**src/rtl/ram_master.sv**
```systemverilog
// ram_master: single-request load/store initiator for a word RAM, with read-modify-write for unaligned sub-word stores
//   clk, rstn_i      : clock, asynchronous active-low reset
//   req_*            : core-side request channel (valid/ready), byte address, size, signedness, store data
//   rsp_*            : response channel (valid/ready), extended load data, error flag
//   ram_*            : RAM strobes; ram_dout_i is valid in the same cycle as ram_en_o
module ram_master #(
  parameter int RAM_SIZE = 1024
) (
  input  logic        clk,
  input  logic        rstn_i,
  input  logic        req_valid_i,
  output logic        req_ready_o,
  input  logic [31:0] req_addr_i,
  input  logic        req_we_i,
  input  logic [1:0]  req_size_i,
  input  logic        req_unsigned_i,
  input  logic [31:0] req_wdata_i,
  output logic        rsp_valid_o,
  input  logic        rsp_ready_i,
  output logic [31:0] rsp_rdata_o,
  output logic        rsp_err_o,
  output logic        ram_en_o,
  output logic [3:0]  ram_we_o,
  output logic [31:0] ram_addr_o,
  output logic [31:0] ram_din_o,
  input  logic [31:0] ram_dout_i
);
  typedef enum logic [2:0] {IDLE, ACCESS, RMW_RD, RMW_WR, RESP} state_t;
  state_t state, next;
  logic [31:0] addr_q, wdata_q, merge_q, rdata_q;
  logic [1:0]  size_q;
  logic        we_q, uns_q, err_q;
  logic        req_err, req_direct;
  logic [4:0]  sh;
  logic [31:0] rd_sh, load_val, lane_mask, merged, size_mask;
  assign req_err = req_size_i == 2'b11 || (req_size_i == 2'b01 && req_addr_i[0]) ||
                   (req_size_i == 2'b10 && req_addr_i[1:0] != 2'b00) || req_addr_i[31:2] >= 30'(RAM_SIZE);
  assign req_direct = req_size_i == 2'b10 || req_addr_i[1:0] == 2'b00;
  // The RAM only writes low lanes, so a sub-word store elsewhere becomes a full-word write of a merged word
  always_comb begin
    sh        = {addr_q[1:0], 3'b000};
    rd_sh     = ram_dout_i >> sh;
    load_val  = size_q == 2'b00 ? {{24{~uns_q & rd_sh[7]}}, rd_sh[7:0]} :
                size_q == 2'b01 ? {{16{~uns_q & rd_sh[15]}}, rd_sh[15:0]} : rd_sh;
    size_mask = size_q == 2'b10 ? 32'hFFFF_FFFF : size_q == 2'b01 ? 32'h0000_FFFF : 32'h0000_00FF;
    lane_mask = size_mask << sh;
    merged    = (merge_q & ~lane_mask) | ((wdata_q << sh) & lane_mask);
  end
  always_ff @(posedge clk or negedge rstn_i)
    if (!rstn_i) state <= IDLE;
    else state <= next;
  always_comb begin
    next        = state;
    req_ready_o = 1'b0;
    rsp_valid_o = 1'b0;
    ram_en_o    = 1'b0;
    ram_we_o    = 4'b0000;
    ram_din_o   = 32'h0;
    case (state)
      IDLE: begin
        req_ready_o = 1'b1;
        if (req_valid_i) next = req_err ? RESP : (!req_we_i || req_direct) ? ACCESS : RMW_RD;
      end
      ACCESS: begin
        ram_en_o  = 1'b1;
        ram_we_o  = !we_q ? 4'b0000 : size_q == 2'b10 ? 4'b1111 : size_q == 2'b01 ? 4'b0011 : 4'b0001;
        ram_din_o = we_q ? wdata_q & size_mask : 32'h0;
        next      = RESP;
      end
      RMW_RD: begin
        ram_en_o = 1'b1;
        next     = RMW_WR;
      end
      RMW_WR: begin
        ram_en_o  = 1'b1;
        ram_we_o  = 4'b1111;
        ram_din_o = merged;
        next      = RESP;
      end
      RESP: begin
        rsp_valid_o = 1'b1;
        if (rsp_ready_i) next = IDLE;
      end
      default: next = IDLE;
    endcase
  end
  always_ff @(posedge clk or negedge rstn_i)
    if (!rstn_i) begin
      addr_q  <= '0;
      wdata_q <= '0;
      merge_q <= '0;
      rdata_q <= '0;
      size_q  <= '0;
      we_q    <= 1'b0;
      uns_q   <= 1'b0;
      err_q   <= 1'b0;
    end else begin
      if (state == IDLE && req_valid_i) begin
        addr_q  <= req_addr_i;
        wdata_q <= req_wdata_i;
        size_q  <= req_size_i;
        we_q    <= req_we_i;
        uns_q   <= req_unsigned_i;
        rdata_q <= '0;
        err_q   <= req_err;
      end
      if (state == ACCESS && !we_q) rdata_q <= load_val;
      if (state == RMW_RD) merge_q <= ram_dout_i;
    end
  assign rsp_rdata_o = rdata_q;
  assign rsp_err_o   = err_q;
  assign ram_addr_o  = {addr_q[31:2], 2'b00};
endmodule

```
**config.mk**
```make
export PLATFORM = sky130hd
export DESIGN_NAME = ram_master
export DESIGN_NICKNAME = d
export VERILOG_FILES = /design/src/rtl/ram_master.sv
export SDC_FILE = /design/constraint.sdc
export NUM_CORES = 1
export LEC_CHECK = 0
export BUFFER_PORTS_ARGS = -buffer_cell sky130_fd_sc_hd__clkbuf_2
export CAP_MARGIN = 10
export CORE_UTILIZATION = 35
export CTS_CLUSTER_SIZE = 10
export DETAILED_ROUTE_END_ITERATION = 7
export SYNTH_ARGS = -nofsm -noshare
export SYNTH_HDL_FRONTEND = slang
export SYNTH_SLANG_ARGS = --single-unit
```
**constraint.sdc**
```tcl
create_clock -name clk -period 3.9 [get_ports clk]
set_input_delay 0.195 -clock clk [delete_from_list [all_inputs] [get_ports clk]]
set_output_delay 0.195 -clock clk [all_outputs]
set_load 0.02 [all_outputs]
```
==> results.cfg <==
[timing]
fmax_ghz = 0.338
fin_worst_skew_ps = 11.9
hold_ws_ps = 11.3
maxSlewViolCount = 0
setup_viol = 0
hold_viol_final = 0
worst_slew_pin_slew_ps = 1160
rsz0062_at_grt = false
fin_tns_setup_ps = 0
maxSlewHeadroom = 0.224
min_period_over_period = 0.759
fin_ws_ps = 940
period_minus_slack_ps = 2960

[final_layout]
nNetsFinal = 935
final_area_sq_um = 9310
antenna_cells = 0
fin_util = 0.460
drive_gt1_frac = 0.416
final_common_cell = clkbuf_2
area_growth_syn_to_layout_pct = 28.5
layout.cells.non_filler = 1111
layout_common_cells = 204 x clkbuf_2, 134 x dfrtp_1, 90 x mux2_2
num-fill-cells = 1920

[floorplan]
ioPinCount = 208
core_sq_um = 20200
rows = 52
die-area_sq_um = 21300
initial_utilization = 0.358
die_width_um = 146
chipHeight_um = 146

[global_routing]
grt_pass1_wl_um = 32900
grt_max_degree = 109
grtUsageTotal = 0.205
antenna_found_initial = 1
overflow = 0
grt_pass1_vias = 5737

[place]
place_congestion = 0.790
io_buffers = 205
post-place-ws_ps = 1390
dp_hpwl_um = 15100
placed_cells = 1031
post_dp_cell_area_sq_um = 8190

[setup_path]
startpoint_type = flop
max_stage_delay_ps = 750
cpMaxStageDelayCell = dfrtp_2
critPathMaxFanout = 37
critPathBufInv = 2
crit_type = reg -> out
crit_path_end_kind = output port
worstPathCellList = buf_4 -> o21bai_2 -> nor2_1 -> a21oi_1 -> o21ai_0 -> clkbuf_2
cp.required_ps = 3700
worstPathArrival_ps = 2760
cp_top_family = flip-flops

[synthesis]
yosysWarningCount = 0
avgSynthCellArea_sq_um = 11.6
synth_area_sq_um = 7240
yosysTopAreaCellShare = 0.470
synth_cells = 626
yosysSeqAreaShare = 0.470
yosys.area.top_type = dfrtp_1
yosysUniqueCellTypes = 49
synth.area.top_cells = dfrtp_1 47%, mux2_2 14%, mux2i_1 8.8%
synth.ff_latch_count = 136

[power]
ir_worst_vdd_v = 0.000308
cellLeakagePower_nw = 4.40
totalPowerFinal_mw = 4.69
power.density_nw_per_um2 = 503

[drt]
drc = 0
avgRoutedWirePerCell_um = 19.1
post_drt_via_cell_ratio = 5.18
firstDrtPassIters = 4
vias = 5751
wirelength_um = 21300
drtIter0Drc = 299
final_antenna_net_count = 0

[clock_network]
cts_resized = 0
clk_latency_ps = 430
cts_tree = built
clkTransAtPathRegs_ps = 60
cts_made_buffers = 17
clockBufferDepth = 2
h-tree-depth = 4
numClockSinks = 136
cts_root_buf = clkbuf_16

[outcome]
status = completed

[hold_path]
hold_path_class = in -> reg

[run]
drv_cap = 0
## final cells by class
type	count	area, sq um	share of cell area
flip-flops and latches	136	3410	0.366
clock buffers	18	439	0.0472
well taps	270	338	0.0363
clock inverters	14	198	0.0212
inverters	4	15.0	0.00161
repair buffers	261	1590	0.170
multi-input cells	408	3330	0.358
## sequential cells by signal, indices dropped and copies added (netlist names)
name and cells:
addr_q 32, merge_q 32, rsp_rdata_o 32, wdata_q 32
state 3, size_q 2, rsp_err_o 1, uns_q 1
we_q 1
## report_power, final
part	internal, mW	switching, mW
Sequential	1.57	0.175
Clock	1.09	0.667
Combinational	0.529	0.654
Total	3.19	1.50
## cells in the mapped netlist (all sizes together)
library cell / count
a211o: 7
a211oi: 14
a21o: 1
a21oi: 12
a221oi: 8
a22o: 1
a22oi: 8
a32o: 7
and2: 4
and4bb: 1
buf: 67
clkbuf: 12
conb: 1
dfrtp: 136
ha: 3
inv: 4
mux2: 98
mux2i: 64
mux4: 1
nand2: 35
nand2b: 4
nand3: 1
nand3b: 1
nor2: 42
nor2b: 11
nor3: 6
nor4: 5
nor4b: 1
o2111ai: 1
o211a: 1
o211ai: 1
o21a: 2
o21ai: 28
o21bai: 1
o22ai: 1
o2bb2ai: 33
o311ai: 1
or2: 1
or4b: 1
## routing by layer
layer	vias to the layer above	track usage	routed length, um
li1	2655	-	-
met1	2818	0.274	9280
met2	252	0.314	9830
met3	26	0.0599	1770
met4	0	0.0737	403
met5	-	0	0
## path summary, 6_finish.rpt
| check | startpoint | to | slack, ps | cells after the start |
|---|---|---|---|---|
| hold reg to reg | addr_q[3]$_DFFE_PN0P_ | addr_q[3]$_DFFE_PN0P_ | 480 | 1 |
| max in group asynchronous | rstn_i | addr_q[29]$_DFFE_PN0P_ | 2420 | 3 |
| hold / removal | req_wdata_i[12] | wdata_q[12]$_DFFE_PN0P_ | 10 | 2 |
| setup reg to reg | addr_q[0]$_DFFE_PN0P_ | rsp_rdata_o[22]$_DFFE_PN0P_ | 1570 | 4 |
| min in group asynchronous | rstn_i | wdata_q[3]$_DFFE_PN0P_ | 480 | 2 |
| setup / recovery | addr_q[0]$_DFFE_PN0P_ | ram_din_o[14] | 940 | 6 |
## timing repair
| item | CTS | global route |
|---|---|---|
| hold buffers | 48 | 0 |
| hold endpoints to repair | 154 | 0 |
| setup endpoints to repair | 0 | 0 |
| buffers inserted | 0 | 0 |
## cells by family after synthesis
group,count (synthesis),share of synthesized area
AO/OA/AOI/OAI,127,0.134
adder cells (fa/ha/maj),3,0.00518
buffers and inverters,83,0.0710
flip-flops,136,0.470
multiplexers,163,0.244
other,1,0.000518
AND/OR/NAND/NOR,113,0.0762
No activity file was read; power rests on OpenSTA's default activity.
